==> config.mk <==
export PLATFORM = sky130hd
export DESIGN_NAME = ram_access_ctrl_flat
export DESIGN_NICKNAME = d
export VERILOG_FILES = /design/src/rtl/ram_access_ctrl_if.sv /design/src/rtl/ram_access_ctrl.sv /design/src/flat_wrapper.sv
export SDC_FILE = /design/constraint.sdc
export NUM_CORES = 1
export LEC_CHECK = 0
export ABC_CLOCK_PERIOD_IN_PS = 2300
export BUFFER_PORTS_ARGS = -buffer_cell sky130_fd_sc_hd__buf_4
export CORE_MARGIN = 1
export CORE_UTILIZATION = 45
export DETAILED_ROUTE_END_ITERATION = 7
export PLACE_DENSITY = 0.82
export SKIP_LAST_GASP = 1
export SYNTH_ARGS = -nofsm -noshare
export SYNTH_HDL_FRONTEND = slang
export SYNTH_SLANG_ARGS = --single-unit
export TNS_END_PERCENT = 10
==> constraint.sdc <==
create_clock -name clk -period 2.3 [get_ports clk]
set_clock_uncertainty 0.15 [all_clocks]
set_input_delay 0.23 -clock clk [delete_from_list [all_inputs] [get_ports clk]]
set_output_delay 0.23 -clock clk [all_outputs]
set_load 0.005 [all_outputs]
==> src/rtl/ram_access_ctrl_if.sv <==
// CPU-side request/response bundle for ram_access_ctrl.
// master = CPU datapath issuing requests, slave = the controller.
interface ram_access_ctrl_if #(
  parameter int unsigned SIZE = 16,
  parameter int unsigned AW   = 8
);

  logic            req_valid;
  logic            req_ready;
  logic            req_write;
  logic [AW-1:0]   req_addr;
  logic [SIZE-1:0] req_wdata;

  logic            rsp_valid;
  logic            rsp_ready;
  logic [SIZE-1:0] rsp_data;

  modport master (
    output req_valid,
    output req_write,
    output req_addr,
    output req_wdata,
    output rsp_ready,
    input  req_ready,
    input  rsp_valid,
    input  rsp_data
  );

  modport slave (
    input  req_valid,
    input  req_write,
    input  req_addr,
    input  req_wdata,
    input  rsp_ready,
    output req_ready,
    output rsp_valid,
    output rsp_data
  );

endinterface

==> src/rtl/ram_access_ctrl.sv <==
// Initiator for a single-port synchronous RAM with 1-cycle read latency:
// valid/ready request stream in, held read response out, plus hardware zero-fill.
module ram_access_ctrl #(
  parameter int unsigned SIZE  = 16,
  parameter int unsigned DEPTH = 256
) (
  input  logic                     clk,
  input  logic                     rst,

  input  logic                     clear_start_i,
  output logic                     clear_busy_o,

  ram_access_ctrl_if.slave         bus,

  output logic [$clog2(DEPTH)-1:0] ram_address_o,
  output logic                     ram_write_en_o,
  output logic [SIZE-1:0]          ram_write_data_o,
  input  logic [SIZE-1:0]          ram_read_data_i
);

  localparam int unsigned AW = $clog2(DEPTH);
  localparam logic [AW-1:0] LastAddr = AW'(DEPTH - 1);

  localparam logic [1:0] StClear  = 2'd0;
  localparam logic [1:0] StIdle   = 2'd1;
  localparam logic [1:0] StRdWait = 2'd2;
  localparam logic [1:0] StRsp    = 2'd3;

  if ((DEPTH < 2) || ((DEPTH & (DEPTH - 1)) != 0)) begin : gen_bad_depth
    $error("ram_access_ctrl: DEPTH must be a power of two and at least 2");
  end

  logic [1:0]      state_q, state_d;
  logic [AW-1:0]   cnt_q, cnt_d;
  logic [AW-1:0]   rd_addr_q, rd_addr_d;
  logic [SIZE-1:0] rsp_data_q, rsp_data_d;

  logic req_fire;
  logic rd_accept;
  logic rsp_fire;

  // clear_start wins over a simultaneous request, so it also gates req_ready.
  assign req_fire  = (state_q == StIdle) && !clear_start_i && bus.req_valid;
  assign rd_accept = req_fire && !bus.req_write;
  assign rsp_fire  = (state_q == StRsp) && bus.rsp_ready;

  always_comb begin
    clear_busy_o  = (state_q == StClear);
    bus.req_ready = (state_q == StIdle) && !clear_start_i;
    bus.rsp_valid = (state_q == StRsp);
    bus.rsp_data  = rsp_data_q;
  end

  always_comb begin
    ram_address_o    = rd_addr_q;
    ram_write_en_o   = 1'b0;
    ram_write_data_o = '0;
    case (state_q)
      StClear: begin
        ram_address_o    = cnt_q;
        ram_write_en_o   = 1'b1;
        ram_write_data_o = '0;
      end
      StIdle: begin
        ram_address_o    = bus.req_addr;
        ram_write_en_o   = req_fire && bus.req_write;
        ram_write_data_o = bus.req_wdata;
      end
      default: begin
        ram_address_o    = rd_addr_q;
        ram_write_en_o   = 1'b0;
        ram_write_data_o = '0;
      end
    endcase
  end

  always_comb begin
    state_d    = state_q;
    cnt_d      = cnt_q;
    rd_addr_d  = rd_addr_q;
    rsp_data_d = rsp_data_q;
    case (state_q)
      StClear: begin
        // DEPTH is a power of two, so the increment wraps back to 0 at the last entry.
        cnt_d = cnt_q + 1'b1;
        if (cnt_q == LastAddr) begin
          state_d = StIdle;
        end
      end
      StIdle: begin
        if (clear_start_i) begin
          state_d = StClear;
          cnt_d   = '0;
        end else if (rd_accept) begin
          state_d   = StRdWait;
          rd_addr_d = bus.req_addr;
        end
      end
      StRdWait: begin
        rsp_data_d = ram_read_data_i;
        state_d    = StRsp;
      end
      StRsp: begin
        if (rsp_fire) begin
          state_d = StIdle;
        end
      end
      default: begin
        state_d = StClear;
        cnt_d   = '0;
      end
    endcase
  end

  always_ff @(posedge clk or posedge rst) begin
    if (rst) begin
      state_q    <= StClear;
      cnt_q      <= '0;
      rd_addr_q  <= '0;
      rsp_data_q <= '0;
    end else begin
      state_q    <= state_d;
      cnt_q      <= cnt_d;
      rd_addr_q  <= rd_addr_d;
      rsp_data_q <= rsp_data_d;
    end
  end

  a_rsp_hold: assert property (@(posedge clk) disable iff (rst)
    bus.rsp_valid && !bus.rsp_ready |=> bus.rsp_valid && $stable(bus.rsp_data));

  a_ready_excl: assert property (@(posedge clk) disable iff (rst)
    !(bus.req_ready && (clear_busy_o || bus.rsp_valid)));

  a_we_legal: assert property (@(posedge clk) disable iff (rst)
    ram_write_en_o |-> (state_q == StClear) || (state_q == StIdle));

  a_cnt_idle: assert property (@(posedge clk) disable iff (rst)
    (state_q != StClear) |-> (cnt_q == '0));

endmodule
==> src/flat_wrapper.sv <==
// flat-port wrapper written by rule: the top's interface ports become plain ports
module ram_access_ctrl_flat 
#(
  parameter int unsigned SIZE  = 16,
  parameter int unsigned DEPTH = 256
)
  (clk, rst, clear_start_i, clear_busy_o, ram_address_o, ram_write_en_o, ram_write_data_o, ram_read_data_i, bus_req_valid, bus_req_write, bus_req_addr, bus_req_wdata, bus_rsp_ready, bus_req_ready, bus_rsp_valid, bus_rsp_data);
  ram_access_ctrl_if #(.SIZE(SIZE)) bus_i ();
  input  logic clk;
  input  logic rst;
  input  logic clear_start_i;
  output logic clear_busy_o;
  output logic [$clog2(DEPTH)-1:0] ram_address_o;
  output logic ram_write_en_o;
  output logic [SIZE-1:0] ram_write_data_o;
  input  logic [SIZE-1:0] ram_read_data_i;
  input wire logic [$bits(bus_i.req_valid)-1:0] bus_req_valid;
  input wire logic [$bits(bus_i.req_write)-1:0] bus_req_write;
  input wire logic [$bits(bus_i.req_addr)-1:0] bus_req_addr;
  input wire logic [$bits(bus_i.req_wdata)-1:0] bus_req_wdata;
  input wire logic [$bits(bus_i.rsp_ready)-1:0] bus_rsp_ready;
  output wire logic [$bits(bus_i.req_ready)-1:0] bus_req_ready;
  output wire logic [$bits(bus_i.rsp_valid)-1:0] bus_rsp_valid;
  output wire logic [$bits(bus_i.rsp_data)-1:0] bus_rsp_data;
  assign bus_i.req_valid = bus_req_valid;
  assign bus_i.req_write = bus_req_write;
  assign bus_i.req_addr = bus_req_addr;
  assign bus_i.req_wdata = bus_req_wdata;
  assign bus_i.rsp_ready = bus_rsp_ready;
  assign bus_req_ready = bus_i.req_ready;
  assign bus_rsp_valid = bus_i.rsp_valid;
  assign bus_rsp_data = bus_i.rsp_data;
  ram_access_ctrl #(.SIZE(SIZE), .DEPTH(DEPTH)) u_core (.clk(clk), .rst(rst), .clear_start_i(clear_start_i), .clear_busy_o(clear_busy_o), .bus(bus_i), .ram_address_o(ram_address_o), .ram_write_en_o(ram_write_en_o), .ram_write_data_o(ram_write_data_o), .ram_read_data_i(ram_read_data_i));
endmodule
==> impl_metrics.env <==
export IMPL_status="finished clean"
export IMPL_cp_cell_sequence="inv_1 -> ha_1 -> nor2b_1 -> buf_4 -> a31o_2 -> buf_4"
export IMPL_synth_cell_type_count=25
export IMPL_wirelength_um=3966
export IMPL_finalHoldViolations=0
export IMPL_port_buffers=89
export IMPL_cts_buffers=5
export IMPL_hold_path_class="in2reg"
export IMPL_num_rows=22
export IMPL_layout_nets=308
export IMPL_final_util_pct=70.05
export IMPL_p_total_mw=2.905
export IMPL_maxSlewHeadroom_pct=72.13
export IMPL_cp_arrival_ps=1760
export IMPL_synthCells=160
export IMPL_period_needed_ps=2137
export IMPL_cts_root_buffer="clkbuf_8"
export IMPL_maxCapViolations=0
export IMPL_end_kind="output port"
export IMPL_die_width_um=64.44
export IMPL_setup_viol=0
export IMPL_vias=1509
export IMPL_gp_congestion=0.8152
export IMPL_crit_fanout=9
export IMPL_clock_latency_ps=280
export IMPL_r2r_cells=4
export IMPL_drive_above_1_share_pct=50.78
export IMPL_fmax_ghz=0.4680
export IMPL_required_ps=1920
export IMPL_htree_levels=2
export IMPL_max_vdd_ir_drop_v=0.0007032
export IMPL_placed_area_mm2=0.002494
export IMPL_die_area_mm2=0.004152
export IMPL_worst_slew_pin_slew_ps=417.6
export IMPL_dr_pass1_iters=4
export IMPL_pin_count=90
export IMPL_path_clk_slew_ps=60
export IMPL_p_per_area_mw_per_mm2=1124
export IMPL_syn_area_mm2=0.001754
export IMPL_grt_pass1_vias=1572
export IMPL_fin_crit_sh_pct=92.90
export IMPL_synth_yosys_warnings=0
export IMPL_final_area_mm2=0.002584
export IMPL_start_util_pct=47.56
export IMPL_grt_overflow=0
export IMPL_grtUsageTotal_pct=21.35
export IMPL_coreArea_mm2=0.003689
export IMPL_die_h_um=64.44
export IMPL_timing_hold_ws_ps=26.47
export IMPL_drc_errors=0
export IMPL_critPathMaxStageDelay_ps=400
export IMPL_start_kind="register"
export IMPL_cts_buffer_depth=2
export IMPL_vias_per_cell=4.964
export IMPL_leakage_nw=1.276
export IMPL_grt_first_pass_wirelength_um=6782
export IMPL_ant_nets=0
export IMPL_synth_nets=212
export IMPL_syn_area_per_cell_um2=10.96
export IMPL_hpwlAfterDp_um=3006
export IMPL_slowest_stage="dfrtp_1"
export IMPL_cpMostUsedCell="buf_4"
export IMPL_ys_seq_area_share_pct=48.50
export IMPL_antenna_found_initial=0
export IMPL_drt_initial_drc_count=27
export IMPL_worstSetupPathType="reg2out"
export IMPL_antenna_cells=0
export IMPL_grt_start_max_net_pins=35
export IMPL_numClockSinks=34
export IMPL_area_delta_synth_final_pct=47.29
export IMPL_rsz0062_at_grt="false"
export IMPL_wire_per_inst_um=13.05
export IMPL_slew_viol_final=0
export IMPL_ys_seq_elements=34
export IMPL_min_path_cells=2
export IMPL_cts_tree="built"
export IMPL_tns_ps=0
## metrics by stage
step | cells | setup WS (ps)
after floorplan | 160 | 550.3
after global placement | 296 | 363.3
after detailed placement | 296 | 336.4
after CTS | 304 | 144.9
after global routing | 304 | 41.76
final | 304 | 163.2
## state kept, by name, indices dropped and copies added (netlist names)
signal	flops
u_core.bus.rsp_data	16
u_core.cnt_q	8
u_core.rd_addr_q	8
u_core.state_q	2
## cells in the mapped netlist
| master | n | share of area (%) |
|---|---|---|
| o21ai_0 | 7 | 2.0 |
| nand2b_1 | 2 | 0.71 |
| inv_1 | 3 | 0.64 |
| and2_1 | 17 | 6.1 |
| mux2_2 | 24 | 15 |
| buf_2 | 3 | 0.86 |
| clkbuf_1 | 4 | 0.86 |
| nor3_1 | 1 | 0.29 |
| buf_6 | 1 | 0.64 |
| nor4b_1 | 1 | 0.50 |
| nand3_1 | 3 | 0.86 |
| nor4_2 | 2 | 1.4 |
| mux2i_1 | 2 | 1.1 |
| nor2b_1 | 3 | 1.1 |
| a31o_2 | 1 | 0.50 |
| nor4_1 | 1 | 0.36 |
| a21oi_1 | 2 | 0.57 |
| nand4_1 | 1 | 0.36 |
| xnor2_1 | 5 | 2.5 |
| dfrtp_1 | 34 | 49 |
| nand2_1 | 22 | 4.7 |
| nor3b_4 | 1 | 1.1 |
| a22oi_1 | 8 | 3.4 |
| ha_1 | 6 | 4.3 |
| nor2_1 | 6 | 1.3 |
## critical path: cells and delay by family, from the launching register on
kind / cells / cell delay (ps)
AND/OR/NAND/NOR: 1 / 220
flip-flops: 1 / 400
AO/OA/AOI/OAI: 1 / 150
buffers and inverters: 3 / 380
adder cells (fa/ha/maj): 1 / 340
## path summary, 6_finish.rpt
path	from	endpoint	slack (ps)
worst max-delay path	u_core.state_q[1]	ram_write_en_o	160
max in group asynchronous	rst	u_core.rd_addr_q[0]	1260
worst min register to register	u_core.bus.rsp_data[14]	u_core.bus.rsp_data[14]	360
min in group asynchronous	rst	u_core.bus.rsp_data[2]	440
worst max register to register	u_core.state_q[1]	u_core.rd_addr_q[7]	340
worst min-delay path	ram_read_data_i[0]	u_core.bus.rsp_data[0]	30
## cell usage in the layout (no fill, tap or decap), drive strengths merged, types with 2 or more instances in the layout
cell and n:
nand2 22, clkbuf 6, nor4 3, a22oi 8, mux2 24, nand3 3, nor2b 3, ha 6
buf 96, dfrtp 34, nand2b 2, and2 17, nor2 6, inv 3, a21oi 2, mux2i 2
o21ai 7, xnor2 5
## cell type report
cell class,instances,area [um2]
tap,48,60.06
clock buffer,6,72.57
multi-input combinational,115,850.8
inverter,3,11.26
fill,322,1105
sequential,34,850.8
timing repair buffer,97,730.7
clock inverter,1,7.507
## cells by family (layout without fill, tap and decap cells)
logic type | after synthesis | after routing | share of synthesized area, %
xor gates and xnor gates | 5 | 5 | 2.496
DFF | 34 | 34 | 48.50
adders and majority gates | 6 | 6 | 4.279
buffers and inverters | 11 | 107 | 2.995
AOI/OAI and AO/OA | 18 | 18 | 6.491
muxes | 26 | 26 | 16.55
and+or+nand+nor | 60 | 60 | 18.69
## per-layer routing
| layer | global-route usage, % | vias to the layer above | routed length (um) |
|---|---|---|---|
| met5 | 0 | - | 0 |
| li1 | - | 730 | - |
| met3 | 7.923 | 3 | 465 |
| met2 | 38.82 | 75 | 1986 |
| met1 | 22.35 | 701 | 1479 |
| met4 | 7.500 | 0 | 35 |
## power breakdown
part | total, mW | switching [mW] | internal [mW]
clock network | 0.409 | 0.201 | 0.207
logic | 1.51 | 0.619 | 0.893
registers | 0.985 | 0.143 | 0.842
total | 2.91 | 0.963 | 1.94
## repair_timing
action / 4_1_cts / 5_1_grt
resized for setup: 0 / 0
hold buffers: 1 / 0
setup buffers: 0 / 0
hold endpoints to repair: 34 / 0
Power figures use the tool's default switching activity.
